### src/rtl/prog_sequencer_pkg.sv
// Shared definitions for the program sequencer.
//   state_t          : FSM encoding (IDLE/FETCH/EXEC/HALT)
//   DEF_BIT_WIDTH    : default program-address width
//   DEF_STACK_DEPTH  : default return-stack depth
package prog_sequencer_pkg;

  localparam int unsigned DEF_BIT_WIDTH   = 4;
  localparam int unsigned DEF_STACK_DEPTH = 4;

  typedef enum logic [1:0] {
    IDLE  = 2'b00,
    FETCH = 2'b01,
    EXEC  = 2'b10,
    HALT  = 2'b11
  } state_t;

endpackage

### src/rtl/prog_sequencer_ret_stack.sv
// Return-address LIFO for the program sequencer.
//   clk, rst     : clock, asynchronous active-low reset
//   clear        : synchronous empty (used while the sequencer is idle)
//   push, pop    : push_data is written on push; pop_data is the current top
//   full, empty  : occupancy flags; push when full / pop when empty are ignored
//   depth        : number of stored entries, 0..DEPTH
module ret_stack
  import prog_sequencer_pkg::*;
#(
  parameter int unsigned WIDTH    = DEF_BIT_WIDTH,
  parameter int unsigned DEPTH    = DEF_STACK_DEPTH,
  parameter int unsigned SP_WIDTH = $clog2(DEF_STACK_DEPTH)
) (
  input  logic                clk,
  input  logic                rst,
  input  logic                clear,
  input  logic                push,
  input  logic                pop,
  input  logic [WIDTH-1:0]    push_data,
  output logic [WIDTH-1:0]    pop_data,
  output logic                full,
  output logic                empty,
  output logic [SP_WIDTH:0]   depth
);

  logic [WIDTH-1:0]  mem [DEPTH];
  logic [SP_WIDTH:0] count;
  logic [SP_WIDTH-1:0] wr_idx;
  logic [SP_WIDTH-1:0] rd_idx;
  logic do_push;
  logic do_pop;

  // Low bits of the count address the next free slot; the top entry sits one below.
  assign wr_idx  = count[SP_WIDTH-1:0];
  assign rd_idx  = wr_idx - 1'b1;
  assign full    = (count == (SP_WIDTH+1)'(DEPTH));
  assign empty   = (count == '0);
  assign do_push = push && !full && !clear;
  assign do_pop  = pop && !empty && !clear;

  assign pop_data = mem[rd_idx];
  assign depth    = count;

  always_ff @(posedge clk or negedge rst) begin
    if (!rst) begin
      count <= '0;
    end else if (clear) begin
      count <= '0;
    end else if (do_push) begin
      count <= count + 1'b1;
    end else if (do_pop) begin
      count <= count - 1'b1;
    end
  end

  always_ff @(posedge clk) begin
    if (do_push) begin
      mem[wr_idx] <= push_data;
    end
  end

endmodule

### src/rtl/prog_sequencer.sv
// Program sequencer: FETCH/EXEC state machine, program counter and
// next-pc priority mux with a hardware return-address stack.
//   clk, rst        : clock, asynchronous active-low reset
//   run             : host start/enable level
//   target          : jump/call destination of the current instruction
//   halt_inst .. ret_inst, alu_cout : decoded instruction class, used in EXEC only
//   pc              : program counter / ROM address
//   fetch_en        : instruction-register load enable (FETCH)
//   exec_en         : datapath execute enable (EXEC)
//   halted          : high in HALT
//   stack_err       : sticky stack overflow/underflow flag, cleared on start
//   stack_depth     : current return-stack occupancy
module prog_sequencer
  import prog_sequencer_pkg::*;
#(
  parameter int unsigned BIT_WIDTH   = DEF_BIT_WIDTH,
  parameter int unsigned STACK_DEPTH = DEF_STACK_DEPTH,
  parameter int unsigned SP_WIDTH    = $clog2(STACK_DEPTH)
) (
  input  logic                 clk,
  input  logic                 rst,
  input  logic                 run,
  input  logic [BIT_WIDTH-1:0] target,
  input  logic                 halt_inst,
  input  logic                 jmp_inst,
  input  logic                 cjmp_inst,
  input  logic                 call_inst,
  input  logic                 ret_inst,
  input  logic                 alu_cout,
  output logic [BIT_WIDTH-1:0] pc,
  output logic                 fetch_en,
  output logic                 exec_en,
  output logic                 halted,
  output logic                 stack_err,
  output logic [SP_WIDTH:0]    stack_depth
);

  state_t state, state_next;
  logic [BIT_WIDTH-1:0] pc_next;
  logic [BIT_WIDTH-1:0] pc_inc;
  logic [BIT_WIDTH-1:0] pop_data;
  logic push, pop, clear;
  logic full, empty;
  logic err_set, err_clr;

  // Natural modulo-2^BIT_WIDTH wrap for both sequential flow and return address.
  assign pc_inc = pc + 1'b1;

  ret_stack #(
    .WIDTH    (BIT_WIDTH),
    .DEPTH    (STACK_DEPTH),
    .SP_WIDTH (SP_WIDTH)
  ) u_stack (
    .clk       (clk),
    .rst       (rst),
    .clear     (clear),
    .push      (push),
    .pop       (pop),
    .push_data (pc_inc),
    .pop_data  (pop_data),
    .full      (full),
    .empty     (empty),
    .depth     (stack_depth)
  );

  always_ff @(posedge clk or negedge rst) begin
    if (!rst) begin
      state     <= IDLE;
      pc        <= '0;
      stack_err <= 1'b0;
    end else begin
      state <= state_next;
      pc    <= pc_next;
      if (err_clr) begin
        stack_err <= 1'b0;
      end else if (err_set) begin
        stack_err <= 1'b1;
      end
    end
  end

  always_comb begin
    state_next = state;
    pc_next    = pc;
    push       = 1'b0;
    pop        = 1'b0;
    clear      = 1'b0;
    err_set    = 1'b0;
    err_clr    = 1'b0;
    unique case (state)
      IDLE: begin
        pc_next = '0;
        clear   = 1'b1;
        if (run) begin
          state_next = FETCH;
          err_clr    = 1'b1;
        end
      end
      FETCH: begin
        state_next = EXEC;
      end
      EXEC: begin
        // Priority: halt > ret > call > jmp > taken cjmp > sequential.
        if (halt_inst) begin
          state_next = HALT;
        end else if (ret_inst) begin
          if (empty) begin
            err_set    = 1'b1;
            state_next = HALT;
          end else begin
            pop        = 1'b1;
            pc_next    = pop_data;
            state_next = FETCH;
          end
        end else if (call_inst) begin
          if (full) begin
            err_set    = 1'b1;
            state_next = HALT;
          end else begin
            push       = 1'b1;
            pc_next    = target;
            state_next = FETCH;
          end
        end else if (jmp_inst || (cjmp_inst && alu_cout)) begin
          pc_next    = target;
          state_next = FETCH;
        end else begin
          pc_next    = pc_inc;
          state_next = FETCH;
        end
      end
      HALT: begin
        if (!run) begin
          state_next = IDLE;
          pc_next    = '0;
          clear      = 1'b1;
        end
      end
      default: state_next = IDLE;
    endcase
  end

  assign fetch_en = (state == FETCH);
  assign exec_en  = (state == EXEC);
  assign halted   = (state == HALT);

endmodule
### config.mk
export PLATFORM = sky130hd
export DESIGN_NAME = prog_sequencer
export DESIGN_NICKNAME = d
export VERILOG_FILES = /design/src/rtl/prog_sequencer_pkg.sv /design/src/rtl/prog_sequencer_ret_stack.sv /design/src/rtl/prog_sequencer.sv
export SDC_FILE = /design/constraint.sdc
export NUM_CORES = 1
export LEC_CHECK = 0
export ABC_AREA = 0
export CAP_MARGIN = 30
export CORE_AREA = 2 2 64 66
export CTS_BUF_LIST = sky130_fd_sc_hd__clkbuf_4 sky130_fd_sc_hd__clkbuf_8
export DETAILED_ROUTE_END_ITERATION = 6
export DIE_AREA = 0 0 66 68
export PLACE_DENSITY = 0.62
export SLEW_MARGIN = 20
export SYNTH_ARGS = -nofsm -noshare
export SYNTH_HDL_FRONTEND = slang
export SYNTH_SLANG_ARGS = --single-unit
### constraint.sdc
create_clock -name clk -period 2.2 [get_ports clk]
set_input_delay 0.66 -clock clk [delete_from_list [all_inputs] [get_ports clk]]
set_output_delay 0.66 -clock clk [all_outputs]
set_load 0.02 [all_outputs]
==> flow_summary.json <==
{
  "synthXorXnorAreaFrac_pct": 1.79,
  "async_flop_share_pct": 38.5,
  "initial_core_util_pct": 38.0,
  "cp.required_ns": 1.54,
  "p_leak_uw": 0.000780,
  "worst_slack_ns": 0.105,
  "yosys-top-cells-area": "edfxtp_1, dfrtp_1, ha_1",
  "final_util_pct": 49.6,
  "outcome": "completed",
  "yosysSeqAreaShare_pct": 49.9,
  "grt_max_degree": 16,
  "postSynthAreaPerCell_um2": 12.3,
  "path_class": "reg -> out",
  "pre_cts_ws_ns": -0.298,
  "syn2layout_area_growth_pct": 30.6,
  "clk_pin_slew_worst_paths_ns": 0.09,
  "path_max_fanout": 7,
  "die_h_um": 68,
  "grt_pass1_vias": 1083,
  "synth_compound_area_share_pct": 13.6,
  "slew_viol_final": 0,
  "yosys_warnings": 0,
  "diodes": 0,
  "num_rows": 23,
  "period_minus_slack_ns": 2.09,
  "antenna_found_initial": 0,
  "drt-pass1-iter-count": 4,
  "track_usage_pct": 15.6,
  "synth_top_area_share_pct": 32.8,
  "syn_nets": 144,
  "clk_latency_ns": 0.27,
  "drive_above_1_share_pct": 17.9,
  "synth_fa_ha_area_share_pct": 10.8,
  "clock_skew_ns": 0.00174,
  "gp_congestion": 0.775,
  "critPathLaunch": "state[0]",
  "clock-sinks": 26,
  "finalNetCount": 182,
  "worstSetupStartpointType": "flop",
  "worstPathArrival_ns": 1.43,
  "hold_start": "state[1]",
  "p_per_area_mw_per_mm2": 1190,
  "clock_path_buffers": 2,
  "ys.flop_type": "edfxtp_1",
  "synth_top_family_by_area": "compound AO/OA/AOI/OAI gates",
  "htree_levels": 1,
  "maxCapViolCount": 0,
  "drt_wl_total_mm": 3.19,
  "min_path_type": "reg -> reg",
  "synth_commonest_cells": "edfxtp_1, ha_1, dfrtp_1",
  "max-vdd-ir-drop_mv": 0.373,
  "grt_overflow": 0,
  "synth_cell_types": 37,
  "yosys.area_share.simple_pct": 11.6,
  "dpl.hpwl_mm": 2.42,
  "yosysTopAreaCell": "edfxtp_1",
  "fin_crit_sh_pct": 95.2,
  "port_buffers": 23,
  "cts_root_buffer": "clkbuf_8",
  "rsz0062_at_grt": "false",
  "io_pins": 24,
  "cts_tree": "done",
  "crit_path_end_kind": "output pin",
  "fp.dieW_um": 66,
  "synth_mux_area_share_pct": 8.97,
  "drc": 0,
  "rr_startpoint": "state[0]",
  "yosysMostFrequentCell": "edfxtp_1",
  "relSlewSlack_pct": 66.9,
  "cts_buffers": 3,
  "synthesis.instances": 119,
  "vias": 1048,
  "hold_viol": 0,
  "synth-edff-count": 16,
  "viasPerCell": 5.09,
  "max_clock_freq_mhz": 477,
  "ys_ff_latch": 26,
  "core_region_area_mm2": 0.00386,
  "wire_per_inst_um": 15.5,
  "dieArea_mm2": 0.00449,
  "holdBufCountCts": 0,
  "drtIter0Drc": 43,
  "worst_slew_pin_slew_ns": 0.495,
  "grt_pass1_wl_mm": 5.20,
  "postRouteAntennaNets": 0,
  "setup_viol": 0,
  "netlist_area_mm2": 0.00147
}
[logic make-up after synthesis]
| group | Yosys count |
|---|---|
| fa+ha+maj | 12 |
| simple gates | 31 |
| compound gates | 29 |
| mux | 7 |
| flops | 26 |
| xor+xnor | 3 |
| buf+inv | 11 |
[layer usage]
layer  GRT usage [%]  share of wire [%]  wire length, um  up-vias
met1            18.2                 44             1400      520
met3            2.80                3.2              103        4
met4            6.38                1.3               42        0
li1                -                  -                -      507
met5               0                  0                0        -
met2            28.5                 52             1640       17
[critical path: stages (launching register included)]
cell           delay [ns]
dfrtp_2              0.46
inv_2                0.10
ha_2                 0.25
dlygate4sd2_1        0.35
[final timing paths]
| path | end | slack (ns) | depth (start not counted) |
|---|---|---|---|
| max | exec_en | 0.11 | 3 |
| min | state[1] | 0.55 | 1 |
| max reg2reg | u_stack.depth[1] | 0.12 | 8 |
| min reg2reg | state[1] | 0.55 | 1 |
| max in group asynchronous | state[0] | 1.13 | 1 |
| min in group asynchronous | stack_err | 0.71 | 1 |
[power by group]
part,internal (uW),switching [uW]
combinational,526,624
clock,244,158
sequential,636,84.8
total,1410,867
[timing repair]
action                     CTS  global route
pin swaps                    1             2
setup buffers                0             1
setup endpoints to repair    4            15
gates resized for setup      6             4
[sequential cells by signal (all words and copies together), names as in the netlist]
register,cells
u_stack.mem,16
pc,4
u_stack.depth,3
state,2
stack_err,1
[final cells by class]
cell class / instances / area (um2)
Inverter: 9 / 33.8
Timing Repair Buffer: 35 / 319
Fill cell: 361 / 1940
Clock inverter: 1 / 30.0
Tap cell: 50 / 62.6
Sequential cell: 26 / 732
Multi-Input combinational cell: 82 / 694
Clock buffer: 3 / 41.3
[placed cells by master, fill, tap and decap left out, types with 2 or more instances in the layout]
master and instances:
inv_1 8, a31oi_1 2, xor2_1 2, clkdlybuf4s50_1 19, and2b_1 2, buf_4 12, mux4_1 3, edfxtp_1 16
nand3b_1 2, clkbuf_8 3, ha_2 2, o21ai_1 3, nor2_1 4, ha_1 9, and2_1 3, dlygate4sd2_1 3
nand2b_1 3, nand3_1 3, nand2_1 8, mux2i_1 3, dfrtp_1 9, nor3_1 2, a21oi_1 7, o21ai_0 7
[per-stage QoR]
step	hold slack, ns	instances	cell area, um2	power [uW]	setup TNS (ns)
final	0.552	206	1910	2270	0
after CTS	0.551	205	1900	2270	0
after floorplan	0.364	119	1470	1470	0
after global placement	0.521	201	1830	1860	-2.13
after detailed placement	0.535	201	1830	1880	-3.07
after global routing	0.579	206	1910	2440	0
(Power assumes the default switching activity.)
